[config.mk]
export PLATFORM = sky130hd
export DESIGN_NAME = alu_rs_sched
export DESIGN_NICKNAME = d
export VERILOG_FILES = /design/src/rtl/alu_rs_sched.sv
export SDC_FILE = /design/constraint.sdc
export NUM_CORES = 2
export LEC_CHECK = 0
export ABC_AREA = 1
export BUFFER_PORTS_ARGS = -buffer_cell sky130_fd_sc_hd__buf_4
export CORE_UTILIZATION = 40
export DETAILED_ROUTE_END_ITERATION = 6
export GPL_ROUTABILITY_DRIVEN = 0
export PLACE_DENSITY = 0.62
export SKIP_CTS_REPAIR_TIMING = 1
export SYNTH_ARGS = -nofsm -noshare
export SYNTH_HDL_FRONTEND = slang
export SYNTH_SLANG_ARGS = --single-unit
[constraint.sdc]
create_clock -name clk_in -period 3.7 [get_ports clk_in]
set_input_delay 0.185 -clock clk_in [delete_from_list [all_inputs] [get_ports clk_in]]
set_output_delay 0.185 -clock clk_in [all_outputs]
set_load 0.005 [all_outputs]
[src/rtl/alu_rs_sched.sv]
// Reservation-station scheduler for the integer ALU: holds dispatched micro-ops,
// captures operands from two CDB ports and issues one ready entry per cycle round-robin.
module alu_rs_sched #(
  parameter int unsigned RS_SIZE   = 8,
  parameter int unsigned ROB_WIDTH = 4,
  parameter int unsigned OP_WIDTH  = 9
) (
  input  logic                 clk_in,
  input  logic                 rst_in,
  input  logic                 rdy_in,
  input  logic                 clear,
  input  logic                 disp_valid,
  input  logic [OP_WIDTH-1:0]  disp_op,
  input  logic [ROB_WIDTH-1:0] disp_rob_id,
  input  logic [31:0]          disp_vj,
  input  logic                 disp_qj_valid,
  input  logic [ROB_WIDTH-1:0] disp_qj,
  input  logic [31:0]          disp_vk,
  input  logic                 disp_qk_valid,
  input  logic [ROB_WIDTH-1:0] disp_qk,
  output logic                 full,
  input  logic                 cdb0_valid,
  input  logic [ROB_WIDTH-1:0] cdb0_rob_id,
  input  logic [31:0]          cdb0_value,
  input  logic                 cdb1_valid,
  input  logic [ROB_WIDTH-1:0] cdb1_rob_id,
  input  logic [31:0]          cdb1_value,
  output logic                 calc_enable,
  output logic [31:0]          lhs,
  output logic [31:0]          rhs,
  output logic [OP_WIDTH-1:0]  op,
  output logic [ROB_WIDTH-1:0] rob_dep
);

  localparam int unsigned IDX_W = $clog2(RS_SIZE);
  localparam int unsigned CNT_W = $clog2(RS_SIZE + 1);

  logic [RS_SIZE-1:0]   r_busy;
  logic [RS_SIZE-1:0]   r_qj_valid;
  logic [RS_SIZE-1:0]   r_qk_valid;
  logic [OP_WIDTH-1:0]  r_op     [RS_SIZE];
  logic [ROB_WIDTH-1:0] r_rob_id [RS_SIZE];
  logic [31:0]          r_vj     [RS_SIZE];
  logic [31:0]          r_vk     [RS_SIZE];
  logic [ROB_WIDTH-1:0] r_qj     [RS_SIZE];
  logic [ROB_WIDTH-1:0] r_qk     [RS_SIZE];
  logic [CNT_W-1:0]     r_count;
  logic [IDX_W-1:0]     r_rr_ptr;

  logic                 r_calc_enable;
  logic [31:0]          r_lhs;
  logic [31:0]          r_rhs;
  logic [OP_WIDTH-1:0]  r_op_out;
  logic [ROB_WIDTH-1:0] r_rob_dep;

  logic                 w_accept;
  logic                 w_free_found;
  logic [IDX_W-1:0]     w_free_idx;
  logic [RS_SIZE-1:0]   w_ready;
  logic                 w_issue;
  logic [IDX_W-1:0]     w_issue_idx;
  logic [IDX_W-1:0]     w_scan;
  logic [31:0]          w_dj_val;
  logic                 w_dj_pend;
  logic [31:0]          w_dk_val;
  logic                 w_dk_pend;

  assign full        = (r_count == CNT_W'(RS_SIZE));
  assign w_accept    = disp_valid & ~full & rdy_in & ~clear & ~rst_in & w_free_found;
  assign w_ready     = r_busy & ~r_qj_valid & ~r_qk_valid;

  assign calc_enable = r_calc_enable;
  assign lhs         = r_lhs;
  assign rhs         = r_rhs;
  assign op          = r_op_out;
  assign rob_dep     = r_rob_dep;

  // Lowest-index free slot for dispatch
  always_comb begin
    w_free_found = 1'b0;
    w_free_idx   = '0;
    for (int i = int'(RS_SIZE) - 1; i >= 0; i--) begin
      if (!r_busy[i]) begin
        w_free_found = 1'b1;
        w_free_idx   = IDX_W'(i);
      end
    end
  end

  // First ready entry at or after rr_ptr; scanning backwards leaves the nearest one
  always_comb begin
    w_issue     = 1'b0;
    w_issue_idx = '0;
    w_scan      = '0;
    for (int k = int'(RS_SIZE) - 1; k >= 0; k--) begin
      w_scan = r_rr_ptr + IDX_W'(k);
      if (w_ready[w_scan]) begin
        w_issue     = 1'b1;
        w_issue_idx = w_scan;
      end
    end
  end

  // Dispatch-time bypass from the CDB; port 0 has priority
  always_comb begin
    w_dj_val  = disp_vj;
    w_dj_pend = disp_qj_valid;
    w_dk_val  = disp_vk;
    w_dk_pend = disp_qk_valid;
    if (disp_qj_valid && cdb0_valid && (cdb0_rob_id == disp_qj)) begin
      w_dj_val  = cdb0_value;
      w_dj_pend = 1'b0;
    end else if (disp_qj_valid && cdb1_valid && (cdb1_rob_id == disp_qj)) begin
      w_dj_val  = cdb1_value;
      w_dj_pend = 1'b0;
    end
    if (disp_qk_valid && cdb0_valid && (cdb0_rob_id == disp_qk)) begin
      w_dk_val  = cdb0_value;
      w_dk_pend = 1'b0;
    end else if (disp_qk_valid && cdb1_valid && (cdb1_rob_id == disp_qk)) begin
      w_dk_val  = cdb1_value;
      w_dk_pend = 1'b0;
    end
  end

  always_ff @(posedge clk_in) begin
    if (rst_in) begin
      r_busy        <= '0;
      r_count       <= '0;
      r_rr_ptr      <= '0;
      r_calc_enable <= 1'b0;
      r_lhs         <= '0;
      r_rhs         <= '0;
      r_op_out      <= '0;
      r_rob_dep     <= '0;
    end else if (rdy_in) begin
      if (clear) begin
        r_busy        <= '0;
        r_count       <= '0;
        r_calc_enable <= 1'b0;
      end else begin
        for (int i = 0; i < int'(RS_SIZE); i++) begin
          // Wakeup only touches busy entries; dispatch only touches a free one
          if (r_busy[i] && r_qj_valid[i]) begin
            if (cdb0_valid && (cdb0_rob_id == r_qj[i])) begin
              r_vj[i]       <= cdb0_value;
              r_qj_valid[i] <= 1'b0;
            end else if (cdb1_valid && (cdb1_rob_id == r_qj[i])) begin
              r_vj[i]       <= cdb1_value;
              r_qj_valid[i] <= 1'b0;
            end
          end
          if (r_busy[i] && r_qk_valid[i]) begin
            if (cdb0_valid && (cdb0_rob_id == r_qk[i])) begin
              r_vk[i]       <= cdb0_value;
              r_qk_valid[i] <= 1'b0;
            end else if (cdb1_valid && (cdb1_rob_id == r_qk[i])) begin
              r_vk[i]       <= cdb1_value;
              r_qk_valid[i] <= 1'b0;
            end
          end
          if (w_accept && (IDX_W'(i) == w_free_idx)) begin
            r_busy[i]     <= 1'b1;
            r_op[i]       <= disp_op;
            r_rob_id[i]   <= disp_rob_id;
            r_vj[i]       <= w_dj_val;
            r_qj_valid[i] <= w_dj_pend;
            r_qj[i]       <= disp_qj;
            r_vk[i]       <= w_dk_val;
            r_qk_valid[i] <= w_dk_pend;
            r_qk[i]       <= disp_qk;
          end
          if (w_issue && (IDX_W'(i) == w_issue_idx)) begin
            r_busy[i] <= 1'b0;
          end
        end
        r_calc_enable <= w_issue;
        if (w_issue) begin
          r_lhs     <= r_vj[w_issue_idx];
          r_rhs     <= r_vk[w_issue_idx];
          r_op_out  <= r_op[w_issue_idx];
          r_rob_dep <= r_rob_id[w_issue_idx];
          r_rr_ptr  <= w_issue_idx + IDX_W'(1);
        end
        r_count <= r_count + CNT_W'(w_accept) - CNT_W'(w_issue);
      end
    end
  end

endmodule

==> run summary <==
Initial core utilization - 40.6%
Leak - 0.0216 uW
Total CTS buffers - 88
CP endpoint kind - flop
Pin count of the biggest net entering global routing - 112
Synth Cell Area - 45100 sq um
Worst EP required - 4.28 ns
Fin nets - 5780
Vias/cell - 6.08
Status - finished with violations
Hold WS - -0.0398 ns
Final setup violation count - 0
Syn_nets - 5751
PD cells - 772 nW/um^2
Max_cap viols - 0
Num Clock Sinks - 789
Async set-reset flop share out of synthesis - 0%
Reg2reg path depth - 15
Die Width - 338 um
Grt ovf - 0
Routed WL - 185000 um
Peak VDD IR - 1160 uV
TritonRoute pass-1 iters - 6
Number of global-route vias before repair - 39.2k
Most used DFF post-synth - edfxtp_1
Syn. warnings - 0
Worst setup path class - flop to flop
Height of the die - 338 um
Slew margin rel. - 26.5%
Worst-Skew Late Latency - 0.68 ns
Failing checks - negative hold slack
Area growth syn-to-layout - 15.4%
Final period util - 91.5%
Vias - 43.6k
Mean Syn Cell Area - 8.10 sq um
Clock Tree Buf Depth - 3
RSZ-0062 raised after global routing - false
Clk slew on worst S/H paths - 0.06 ns
Synth cell types - 49
Post-layout minimum cycle time - 3.38 ns
Setup crit end - r_count[2]
Data arrival, critical path - 3.96 ns
Critical path peak fanout - 9
Port Buf Inserts - 244
Post-route ant nets - 0
Residual DRC - 0
Die area - 114000 sq um
I/O pin count - 245
H-tree levels - 3
Layout cells sized above 1 - 10.2%
EDFF count, synth - 696
Launching element type of the critical path - flop
Seq cells post-synth - 789
Pins over their slew limit - 0
Initial antenna violation count - 14
Skew final - 0.0367 ns
HP Class - input pin to flop
Num rows - 122
Initial DRC Count - 6752
Terminus of the critical flop-to-flop path - r_count[2]
Total Routing Usage GR - 31.7%
Setup TNS - 0 ns
FF-to-FF Start - r_rr_ptr[0]
TritonCTS clock tree - built
Wire length per cell - 25.9 um
Count of final hold-check violations - 20
Worst R2R Setup Slack - 0.32 ns
Core area - 111000 sq um
First-pass GRT wire length - 267000 um
Worst-margin pin slew - 1.10 ns
Fmax - 296 MHz
Final HPWL DP - 112000 um
Cell count after synthesis - 5571
CTS root buf - clkbuf_16
Post-synthesis sequential area ratio - 50.4%
Min-delay src - cdb1_value[26]
Crit path launch - r_rr_ptr[0]
metrics by stage:
step                instances  area (sq um)  setup slack [ns]  power, uW  util [%]
finish                   7167         52100             0.316      40200      46.8
floorplan                5571         45100             0.138      23700         -
global placement         6935         48700             0.453      31000      43.7
detailed placement       6935         48700             0.386      31100      43.7
global route             7166         52100            0.0395      42400      46.8
CTS                      7099         51500             0.365      39700      46.2
power by group:
group,total [uW],switching [uW],internal (uW),leakage [uW]
Sequential,10200,268,9970,0.00701
Combinational,21300,14800,6530,0.0132
Clock,8710,3830,4880,0.00138
cell usage in the layout (no fill, tap or decap), drive strengths merged, types with 28 or more instances in the layout:
| master | count |
|---|---|
| inv | 183 |
| clkinv | 43 |
| buf | 383 |
| edfxtp | 696 |
| o211ai | 99 |
| clkbuf | 124 |
| o21ai | 752 |
| nand2 | 1792 |
| mux2i | 32 |
| a211oi | 101 |
| dfxtp | 93 |
| a21oi | 393 |
| dlygate4sd3 | 63 |
| o22ai | 28 |
| nor2 | 149 |
| a221oi | 32 |
| o221ai | 66 |
| nand3 | 527 |
cell usage after synthesis (37+ instances only):
cell	number	area, sq um
nand2_1	1788	6710
edfxtp_1	696	20900
o21ai_0	630	3150
nand3_1	526	2630
a21oi_1	393	1970
clkbuf_1	293	1100
inv_1	169	634
buf_2	146	731
nor2_1	143	537
o21ai_1	122	611
a211oi_1	101	758
o211ai_1	99	743
dfxtp_1	93	1860
o221ai_1	66	578
buf_1	37	139
per-layer routing:
layer | vias to the layer above | wire [um] | global-route usage [%]
met1 | 20341 | 74200 | 45.0
met3 | 445 | 25800 | 7.81
met4 | 16 | 8660 | 15.0
met2 | 3168 | 76600 | 44.9
li1 | 19626 | - | -
met5 | - | 99 | 0
cells by family after synthesis:
kind of cell | after synthesis | share of synthesized area [%]
compound gates | 1497 | 18.8
xor+xnor | 10 | 0.227
fa+ha+maj | 14 | 0.405
buf+inv | 697 | 6.49
flops | 789 | 50.4
mux | 32 | 0.710
simple gates | 2532 | 22.9
layout make-up:
class,count,area (sq um)
Sequential cell,789,22800
Multi-Input combinational cell,4085,19700
Clock buffer,124,2470
Tap cell,1488,1860
Fill cell,10569,59200
Clock inverter,40,318
Antenna cell,5,12.5
Timing Repair Buffer,446,4290
Inverter,190,731
registers in the layout (all words and copies together), names as in the netlist:
register	flops
r_rob_id	32
r_op	72
lhs	32
r_qj	32
calc_enable	1
r_qj_valid	8
r_qk_valid	8
r_count	4
r_vj	256
r_busy	8
rob_dep	4
r_rr_ptr	3
r_qk	32
op	9
r_vk	256
rhs	32
how the worst min path moves through the flow:
stage | cells past startpoint | end | slack [ns]
after global placement | 2 | r_count[3] | 0.42
after global routing | 3 | r_vj[5][30] | 0.001
after floorplan | 1 | calc_enable | 0.25
after CTS | 2 | r_count[3] | -0.30
final | 3 | r_vj[5][26] | -0.04
after detailed placement | 1 | r_op[4][6] | 0.43
worst max-delay path, cell delays in order (launching register included):
cell and delay [ns]:
dfxtp_1 0.35, inv_2 0.09, ha_1 0.38, inv_1 0.20
nand3_1 0.13, nand3_1 0.14, nand2_1 0.14, nor4_2 0.33
nand3_2 0.15, ha_1 0.31, inv_1 0.04, ha_1 0.21
fa_1 0.41, o21ai_0 0.18, a21oi_1 0.06, o21a_1 0.16
Power figures use the tool's default switching activity.
